===== src/rtl/ifetch_unit.sv =====
// ----------------------------------------------------------------------------
// ifetch_unit
//
// Instruction fetch front-end for the single-cycle core. It owns the fetch PC,
// issues in-order requests on a pipelined memory port, and buffers returned
// words together with their PCs in a small prefetch FIFO. The core drains the
// FIFO through a valid/ready handshake. A redirect from the core flushes the
// FIFO and arranges for every response still in flight to be discarded.
//
// Handshake rule (both request and instruction ports): a transfer happens on a
// rising edge where valid && ready are both high; valid never depends on ready
// of the same port, and the payload is held stable while valid && !ready.
// The response port has no back-pressure: imem_rsp_valid is taken every cycle.
//
// Ports:
//   clk, rst          clock and synchronous active-high reset
//   imem_req_*        request to instruction memory (valid/ready/addr)
//   imem_rsp_*        in-order response from memory (valid/data)
//   if_*              instruction to the core (valid/ready/instr/pc)
//   redirect_*        flush and restart fetch at redirect_pc
//   fetch_misaligned  (only with IFETCH_MISALIGN_TRAP_EN) sticky flag set by a
//                     redirect to a non word-aligned target
//
// Build option:
//   IFETCH_MISALIGN_TRAP_EN  when defined, a misaligned redirect flushes, raises
//                            fetch_misaligned and stops fetching until an
//                            aligned redirect or reset. When undefined, the low
//                            two redirect bits are silently cleared.
// ----------------------------------------------------------------------------
module ifetch_unit #(
    parameter int               XLEN       = 64,
    parameter logic [XLEN-1:0]  RESET_PC   = '0,
    parameter int               FIFO_DEPTH = 4
) (
    input  logic             clk,
    input  logic             rst,
    output logic             imem_req_valid,
    input  logic             imem_req_ready,
    output logic [XLEN-1:0]  imem_req_addr,
    input  logic             imem_rsp_valid,
    input  logic [31:0]      imem_rsp_data,
    output logic             if_valid,
    input  logic             if_ready,
    output logic [31:0]      if_instr,
    output logic [XLEN-1:0]  if_pc,
`ifdef IFETCH_MISALIGN_TRAP_EN
    output logic             fetch_misaligned,
`endif
    input  logic             redirect_valid,
    input  logic [XLEN-1:0]  redirect_pc
);

    localparam int PW = $clog2(FIFO_DEPTH);
    localparam int CW = $clog2(FIFO_DEPTH + 1);

    typedef logic [PW-1:0] ptr_t;
    typedef logic [CW-1:0] cnt_t;

    localparam ptr_t PTR_ONE = ptr_t'(1);
    localparam cnt_t CNT_ONE = cnt_t'(1);
    localparam cnt_t DEPTH_C = cnt_t'(FIFO_DEPTH);

    // ------------------------------------------------------------------
    // State
    // ------------------------------------------------------------------
    logic [XLEN-1:0] fetch_pc_q, fetch_pc_d;
    logic [XLEN-1:0] rsp_pc_q, rsp_pc_d;
    logic [31:0]     instr_mem_q [FIFO_DEPTH];
    logic [31:0]     instr_mem_d [FIFO_DEPTH];
    logic [XLEN-1:0] pc_mem_q [FIFO_DEPTH];
    logic [XLEN-1:0] pc_mem_d [FIFO_DEPTH];
    ptr_t            rd_ptr_q, rd_ptr_d;
    ptr_t            wr_ptr_q, wr_ptr_d;
    cnt_t            count_q, count_d;
    cnt_t            outstanding_q, outstanding_d;
    cnt_t            drop_q, drop_d;

    // ------------------------------------------------------------------
    // Redirect target and optional misalignment trap
    // ------------------------------------------------------------------
    logic [XLEN-1:0] redirect_target;
    logic            fetch_inhibit;

    assign redirect_target = redirect_pc & ~XLEN'(3);

`ifdef IFETCH_MISALIGN_TRAP_EN
    logic misaligned_q, misaligned_d;

    assign fetch_inhibit    = misaligned_q;
    assign fetch_misaligned = misaligned_q;

    always_comb begin
        misaligned_d = misaligned_q;
        if (redirect_valid) begin
            misaligned_d = (redirect_pc[1:0] != 2'b00);
        end
    end

    always_ff @(posedge clk) begin
        if (rst) begin
            misaligned_q <= 1'b0;
        end else begin
            misaligned_q <= misaligned_d;
        end
    end
`else
    assign fetch_inhibit = 1'b0;
`endif

    // ------------------------------------------------------------------
    // Handshake decode
    // ------------------------------------------------------------------
    // Credits: a request is only issued if its eventual response is sure to
    // find a FIFO slot, counting every entry already buffered or in flight.
    logic [CW:0] credits_used;
    logic        credit_ok;
    logic        req_fire;
    logic        rsp_push;
    logic        if_pop;
    cnt_t        req_inc;
    cnt_t        rsp_dec;

    assign credits_used = {1'b0, count_q} + {1'b0, outstanding_q};
    assign credit_ok    = credits_used < {1'b0, DEPTH_C};

    assign imem_req_valid = !rst && !redirect_valid && credit_ok && !fetch_inhibit;
    assign imem_req_addr  = fetch_pc_q;
    assign req_fire       = imem_req_valid && imem_req_ready;

    // A response is kept only if no flush is pending against it and no flush
    // is happening in this very cycle.
    assign rsp_push = imem_rsp_valid && (drop_q == '0) && !redirect_valid;

    assign if_valid = (count_q != '0) && !fetch_inhibit;
    assign if_instr = instr_mem_q[rd_ptr_q];
    assign if_pc    = pc_mem_q[rd_ptr_q];
    assign if_pop   = if_valid && if_ready && !redirect_valid;

    assign req_inc = req_fire       ? CNT_ONE : '0;
    assign rsp_dec = imem_rsp_valid ? CNT_ONE : '0;

    // ------------------------------------------------------------------
    // Next-state logic
    // ------------------------------------------------------------------
    always_comb begin
        fetch_pc_d    = fetch_pc_q;
        rsp_pc_d      = rsp_pc_q;
        instr_mem_d   = instr_mem_q;
        pc_mem_d      = pc_mem_q;
        rd_ptr_d      = rd_ptr_q;
        wr_ptr_d      = wr_ptr_q;
        count_d       = count_q;
        drop_d        = drop_q;
        outstanding_d = outstanding_q + req_inc - rsp_dec;

        if (redirect_valid) begin
            fetch_pc_d = redirect_target;
            rsp_pc_d   = redirect_target;
            rd_ptr_d   = '0;
            wr_ptr_d   = '0;
            count_d    = '0;
            // Everything still in flight after this edge belongs to the old
            // stream. Nothing is issued during a redirect, so that is exactly
            // the outstanding count minus a response consumed right now.
            drop_d     = outstanding_q - rsp_dec;
        end else begin
            if (req_fire) begin
                fetch_pc_d = fetch_pc_q + XLEN'(4);
            end

            if (imem_rsp_valid && (drop_q != '0)) begin
                drop_d = drop_q - CNT_ONE;
            end

            if (rsp_push) begin
                instr_mem_d[wr_ptr_q] = imem_rsp_data;
                pc_mem_d[wr_ptr_q]    = rsp_pc_q;
                wr_ptr_d              = wr_ptr_q + PTR_ONE;
                rsp_pc_d              = rsp_pc_q + XLEN'(4);
            end

            if (if_pop) begin
                rd_ptr_d = rd_ptr_q + PTR_ONE;
            end

            count_d = count_q + (rsp_push ? CNT_ONE : '0) - (if_pop ? CNT_ONE : '0);
        end
    end

    // ------------------------------------------------------------------
    // State registers
    // ------------------------------------------------------------------
    always_ff @(posedge clk) begin
        if (rst) begin
            fetch_pc_q    <= RESET_PC;
            rsp_pc_q      <= RESET_PC;
            rd_ptr_q      <= '0;
            wr_ptr_q      <= '0;
            count_q       <= '0;
            outstanding_q <= '0;
            drop_q        <= '0;
            for (int i = 0; i < FIFO_DEPTH; i++) begin
                instr_mem_q[i] <= '0;
                pc_mem_q[i]    <= '0;
            end
        end else begin
            fetch_pc_q    <= fetch_pc_d;
            rsp_pc_q      <= rsp_pc_d;
            rd_ptr_q      <= rd_ptr_d;
            wr_ptr_q      <= wr_ptr_d;
            count_q       <= count_d;
            outstanding_q <= outstanding_d;
            drop_q        <= drop_d;
            instr_mem_q   <= instr_mem_d;
            pc_mem_q      <= pc_mem_d;
        end
    end

endmodule

===== config.mk =====
export PLATFORM = sky130hd
export DESIGN_NAME = ifetch_unit
export DESIGN_NICKNAME = d
export VERILOG_FILES = /design/src/rtl/ifetch_unit.sv
export SDC_FILE = /design/constraint.sdc
export NUM_CORES = 1
export LEC_CHECK = 0
export BUFFER_PORTS_ARGS = -buffer_cell sky130_fd_sc_hd__buf_2
export CORE_MARGIN = 5
export CORE_UTILIZATION = 60
export CTS_BUF_LIST = sky130_fd_sc_hd__clkbuf_8 sky130_fd_sc_hd__clkbuf_16
export CTS_CLUSTER_SIZE = 12
export DETAILED_ROUTE_END_ITERATION = 12
export GPL_TIMING_DRIVEN = 0
export HOLD_SLACK_MARGIN = 0.1
export PLACE_DENSITY = 0.81
export SYNTH_ARGS = -nofsm -noshare
export SYNTH_HDL_FRONTEND = slang
export SYNTH_SLANG_ARGS = --single-unit

===== constraint.sdc =====
create_clock -name clk -period 7.2 [get_ports clk]
set_input_delay 1.44 -clock clk [delete_from_list [all_inputs] [get_ports clk]]
set_output_delay 1.44 -clock clk [all_outputs]
set_load 0.02 [all_outputs]

==> results of run 1 <==
power by group through the flow:
| stage | clock network [W] | registers [W] | logic [W] |
|---|---|---|---|
| floorplan | 0 | 0.00307 | 0.000396 |
| global placement | 0 | 0.00307 | 0.000692 |
| detailed placement | 0 | 0.00307 | 0.000704 |
| CTS | 0.00264 | 0.00301 | 0.000708 |
| global route | 0.00276 | 0.00302 | 0.000770 |
| finish | 0.00265 | 0.00301 | 0.000734 |
through the flow:
step	utilization, %	hold slack, ns	worst slack (ns)
finish	69.52	0.4516	2.462
global route	69.52	0.4625	2.363
CTS	69.51	0.4509	2.451
detailed placement	65.43	0.4431	2.243
global placement	65.43	0.4377	2.228
floorplan	-	0.4331	3.040
final timing paths:
kind | from | end | slack (ns)
worst max-delay path | rd_ptr_q[0] | if_pc[28] | 2.46
worst min-delay path | pc_mem_q[2] | pc_mem_q[2] | 0.45
worst max register to register | outstanding_q[2] | outstanding_q[2] | 3.11
worst min register to register | pc_mem_q[2] | pc_mem_q[2] | 0.45
registers in the layout, summed over array words and instances, names as in the netlist:
register,count
count_q,3
drop_q,3
imem_req_addr,62
instr_mem_q,128
outstanding_q,3
pc_mem_q,248
rd_ptr_q,2
rsp_pc_q,62
wr_ptr_q,2
layer usage:
| layer | vias up | global-route usage, % | share of wire [%] |
|---|---|---|---|
| met3 | 355 | 8.975 | 12 |
| met1 | 11758 | 50.52 | 37 |
| met5 | - | 0 | 0 |
| li1 | 10917 | - | - |
| met2 | 1819 | 62.71 | 46 |
| met4 | 0 | 18.32 | 5.4 |
cell type report:
class	count	area, µm²
buffer	270	1071
fill	3203	12080
multi-input combinational	2120	12520
inverter	37	138.9
antenna	2	5.005
clock buffer	64	1478
tap	525	656.9
timing repair buffer	256	1281
clock inverter	18	141.4
sequential	513	10270
placed cells by master, fill, tap and decap left out, types with 12 or more instances in the layout:
cell type	n
clkbuf_16	53
dfxtp_1	513
o21ai_0	35
o311ai_0	13
a311oi_1	18
nand3_1	75
clkbuf_1	212
or3_1	31
inv_1	48
mux4_2	94
buf_2	282
a211oi_1	15
ha_1	16
and2_1	21
a31oi_1	34
and3_1	33
o211ai_1	19
nor4_1	35
buf_1	24
nand2_1	864
nand4_1	61
xnor2_1	29
nor3_1	30
a21boi_0	12
or4_1	28
a21oi_1	413
and4_1	21
nor2_1	83
worst register-to-register path, cell delays in order (launching register included):
cell and delay [ns]:
dfxtp_1 0.40, ha_1 0.25, or3_1 0.40, nor3_4 0.61, inv_2 0.08, buf_2 0.24, clkbuf_1 0.30, clkbuf_1 0.35
ha_1 0.36, inv_1 0.05, ha_1 0.12, inv_1 0.05, fa_1 0.38, xnor2_1 0.19, xnor2_1 0.13, nor2_1 0.05
cell families (layout without fill, tap and decap cells):
family	count (synthesis)	after routing	synth area share [%]
muxes	108	108	9.431
DFF	513	513	42.82
other	1	6	0.01563
buffers and inverters	307	645	5.044
xor gates and xnor gates	40	40	1.461
and+or+nand+nor	1325	1325	25.11
adders and majority gates	18	18	1.002
AOI/OAI and AO/OA	625	625	15.12
==> results.py, run 1 <==
metrics = {
    "pwr": {
        "power.switching_w": 0.001750,
        "p_per_area_nw_per_um2": 232.0,
        "power.leakage_nw": 9.547,
        "seqPwrFrac_pct": 47.1,
        "switching_share_pct": 27.37,
        "finalPower_w": 0.006395,
        "intPower_w": 0.004644,
        "ir_drop_mv": 0.1658,
        "clkPwrFrac_pct": 41.4,
        "comb_power_share_pct": 11.5,
    },
    "critical_path": {
        "crit_required_ns": 5.76,
        "crit_family": "buffers and inverters",
        "max_stage_delay_ns": 0.80,
        "crit_path_max_fanout": 10,
        "crit_cells": 5,
        "arrival_ns": 3.30,
        "crit_buf_inv": 4,
        "worstPathCellList": "clkbuf_1 -> buf_2 -> buf_1 -> mux4_2 -> buf_2",
        "slowest_stage": "buf_1",
        "path_common_cell": "buf_2",
        "end_kind": "output port",
        "reg2reg_depth": 15,
        "startpoint_type": "flop",
        "crit_type": "reg -> out",
    },
    "placed_design": {
        "placed_area_um2": 25930,
        "gp_congestion": 1.020,
        "io_buffers": 256,
        "dp_hpwl_um": 64690,
        "dp.cells": 3721,
    },
    "cells_and_area": {
        "drive_gt1_share_pct": 14.40,
        "syn2layout_area_growth_pct": 14.90,
        "design_area_um2": 27560,
        "fin_cells": 3805,
        "nets": 3370,
    },
    "drt": {
        "vias_per_cell": 6.531,
        "drt-pass1-iter-count": 8,
        "routed_wl_um": 90450,
        "drt_first_iter_violations": 3537,
        "drc_errors": 0,
        "antenna_left": 0,
        "avgRoutedWirePerCell_um": 23.77,
        "vias": 24849,
    },
    "clocking": {
        "htreeDepth": 2,
        "cts_root_buffer": "clkbuf_16",
        "cts_resized": 0,
        "cts_hold_buf": 0,
        "numCtsBuffers": 52,
        "cts_tree": "done",
        "clock_sinks": 513,
        "clk_pin_slew_worst_paths_ns": 0.06,
        "clockBufferDepth": 3,
        "clk_latency_ns": 0.62,
        "post-cts-setup-buffers": 0,
    },
    "yosys": {
        "synth.most_common_cell": "nand2_1",
        "synth_cells": 2937,
        "synth_edf_count": 0,
        "yosys.area.top_type": "dfxtp_1",
        "yosysUniqueCellTypes": 79,
        "synth_common_cells": "864 x nand2_1, 513 x dfxtp_1, 413 x a21oi_1, 212 x clkbuf_1, 94 x mux4_2",
        "syn_avg_cell_area_um2": 8.167,
        "yosys_warnings": 0,
        "synth_area_leaders": "dfxtp_1 43%, nand2_1 14%, mux4_2 8.8%",
        "synthArstFlopShare_pct": 0,
        "ys_seq_area_share_pct": 42.82,
        "ys.flop_type": "dfxtp_1",
        "ys_ff_latch": 513,
        "synthesis.area_um2": 23990,
        "synth_top_area_share_pct": 42.82,
    },
    "sta": {
        "max_freq_ghz": 0.2111,
        "worst_slew_pin_slew_ns": 1.262,
        "grt_setup_unrepaired": "no",
        "min_period_ns": 4.738,
        "setup_viol": 0,
        "fin_tns_setup_ns": 0,
        "layout_worst_path_cycle_share_pct": 65.80,
        "hold_violations": 0,
        "finClkSkew_ns": 0.02273,
        "max_slew_margin_pct": 15.10,
        "slew_viol_final": 0,
    },
    "die": {
        "core_um2": 39640,
        "start_util_pct": 60.51,
        "die_h_um": 209.9,
        "ioPinCount": 264,
        "placementRows": 73,
        "die_w_um": 209.9,
        "dieArea_um2": 44070,
    },
    "global_route": {
        "grt_pass1_wl_um": 136200,
        "grt_start_max_net_pins": 14,
        "grt_overflow_total": 0,
        "antenna_found_initial": 2,
        "grt_pass1_vias": 23874,
        "grtUsageTotal_pct": 39.07,
    },
    "flow_run": {
        "cap_violations": 0,
    },
    "worst_hold_path": {
        "hold_depth": 2,
        "min_path_type": "reg -> reg",
    },
    "status": {
        "status": "complete, no violations",
    },
}
(Power assumes the default switching activity.)
==> run 2: changes to the inputs <==
CORE_UTILIZATION = 59   (was 60)
PLACE_DENSITY = 0.8   (was 0.81)
clock period = 4.45 ns   (was 7.2 ns; I/O delays follow)
==> results.py, run 2 (synthesis gave the netlist of run 1 again) <==
metrics = {
    "clocking": {
        "htreeDepth": 2,
        "numCtsBuffers": 54,
        "clockBufferDepth": 3,
        "cts_root_buffer": "clkbuf_16",
        "clock_sinks": 513,
        "clk_latency_ns": 0.63,
        "cts_hold_buf": 0,
        "cts_resized": 0,
        "cts_tree": "done",
        "clk_pin_slew_worst_paths_ns": 0.06,
        "post-cts-setup-buffers": 0,
    },
    "drt": {
        "routed_wl_um": 87880,
        "drc_errors": 0,
        "drt_first_iter_violations": 3476,
        "avgRoutedWirePerCell_um": 23.03,
        "drt-met1-wl_um": 32370,
        "vias": 24725,
        "vias_per_cell": 6.479,
        "drt-pass1-iter-count": 6,
        "top_layer": "met4",
        "route.met2.wl_um": 39760,
        "antenna_left": 0,
        "dr_wl_met3_um": 10320,
    },
    "placed_design": {
        "dp_hpwl_um": 62800,
        "gp_congestion": 1.039,
        "io_buffers": 256,
    },
    "worst_hold_path": {
        "hp-start": "pc_mem_q[9]",
        "hold_depth": 2,
        "min_path_type": "reg -> reg",
        "hold_end": "pc_mem_q[9]",
    },
    "status": {
        "status": "complete, no violations",
    },
    "critical_path": {
        "arrival_ns": 3.34,
        "end_kind": "output port",
        "crit_required_ns": 3.56,
        "startpoint_type": "flop",
        "timing.rr.start": "outstanding_q[2]",
        "reg2reg_slack_ns": 0.28,
        "crit_path_max_fanout": 10,
        "crit_type": "reg -> out",
        "r2r-end": "outstanding_q[2]",
        "reg2reg_depth": 15,
    },
    "die": {
        "core_um2": 40010,
        "ioPinCount": 264,
        "start_util_pct": 59.95,
        "placementRows": 73,
        "dieArea_um2": 44790,
        "die_h_um": 211.6,
        "die_w_um": 211.6,
    },
    "pwr": {
        "p_per_area_nw_per_um2": 377.6,
        "power.leakage_nw": 9.618,
        "ir_drop_mv": 0.3023,
    },
    "cells_and_area": {
        "final_cell_mix": "864 x nand2_1, 513 x dfxtp_1, 413 x a21oi_1, 282 x buf_2, 212 x clkbuf_1",
        "final_common_cell": "nand2_1",
        "drive_gt1_share_pct": 14.44,
        "nets": 3372,
        "largest_register_ff_count": 248,
        "fin_util_pct": 69.06,
        "syn2layout_area_growth_pct": 15.19,
        "regMostFlops": "pc_mem_q",
        "reg_top3": "pc_mem_q: 248 flops, instr_mem_q: 128 flops",
    },
    "flow_run": {
        "cap_violations": 0,
    },
    "sta": {
        "slew_viol_final": 0,
        "fin_tns_setup_ns": 0,
        "hold_violations": 0,
        "max_slew_margin_pct": 24.69,
        "worst_slew_pin_slew_ns": 1.119,
        "setup_viol": 0,
        "layout_worst_path_cycle_share_pct": 95.09,
        "max_freq_ghz": 0.2363,
        "grt_setup_unrepaired": "no",
        "min_period_ns": 4.232,
        "finalHoldWorstSlack_ns": 0.4522,
        "finClkSkew_ns": 0.02670,
    },
    "global_route": {
        "grt_start_max_net_pins": 16,
        "grt_pass1_vias": 23766,
        "grt_pass1_wl_um": 132500,
        "grtUsageTotal_pct": 37.41,
        "grt_overflow_total": 0,
        "antenna_found_initial": 0,
    },
}
## run 2: worst max-delay path by stage
stage | slack [ns] | depth (start not counted) | startpoint | endpoint
after global routing | 0.05 | 5 | rd_ptr_q[0] | if_pc[27]
after floorplan | 0.84 | 15 | redirect_valid | outstanding_q[2]
after CTS | 0.24 | 5 | rd_ptr_q[0] | if_pc[27]
final | 0.22 | 5 | rd_ptr_q[0] | if_pc[27]
after detailed placement | 0.03 | 15 | redirect_valid | outstanding_q[2]
after global placement | 0.02 | 15 | redirect_valid | outstanding_q[2]
## run 2: worst max-delay path: stages (launching register included)
cell and delay [ns]:
dfxtp_1 0.32, clkbuf_1 0.30, buf_2 0.42, buf_1 0.80, mux4_2 0.67, buf_2 0.19
## run 2: metrics by stage
step	setup slack [ns]	total power, W	std cells	cell area, µm²
3_5_place_dp	0.02628	0.006096	3721	25930
5_1_grt	0.04870	0.01069	3815	27630
3_3_place_gp	0.01817	0.006067	3721	25930
4_1_cts	0.2439	0.01037	3815	27630
6_report	0.2185	0.01043	3816	27630
2_1_floorplan	0.8395	0.005612	2940	24000
## run 2: cell type report
class	instances	area [µm²]
Antenna cell	1	2.502
Buffer	270	1071
Clock buffer	62	1461
Clock inverter	32	230.2
Fill cell	3248	12380
Inverter	37	138.9
Multi-Input combinational cell	2120	12520
Sequential cell	513	10270
Tap cell	525	656.9
Timing Repair Buffer	256	1281
## run 2: power breakdown
part | internal (W) | total (W) | switching [W]
logic | 0.000353 | 0.00118 | 0.000824
clock network | 0.00245 | 0.00438 | 0.00193
registers | 0.00473 | 0.00488 | 0.000144
## run 2: routing by layer
metal	track usage, %	vias up
met4	19.75	0
met2	59.24	1761
met1	48.21	11684
li1	-	10921
met3	8.195	359
met5	0	-
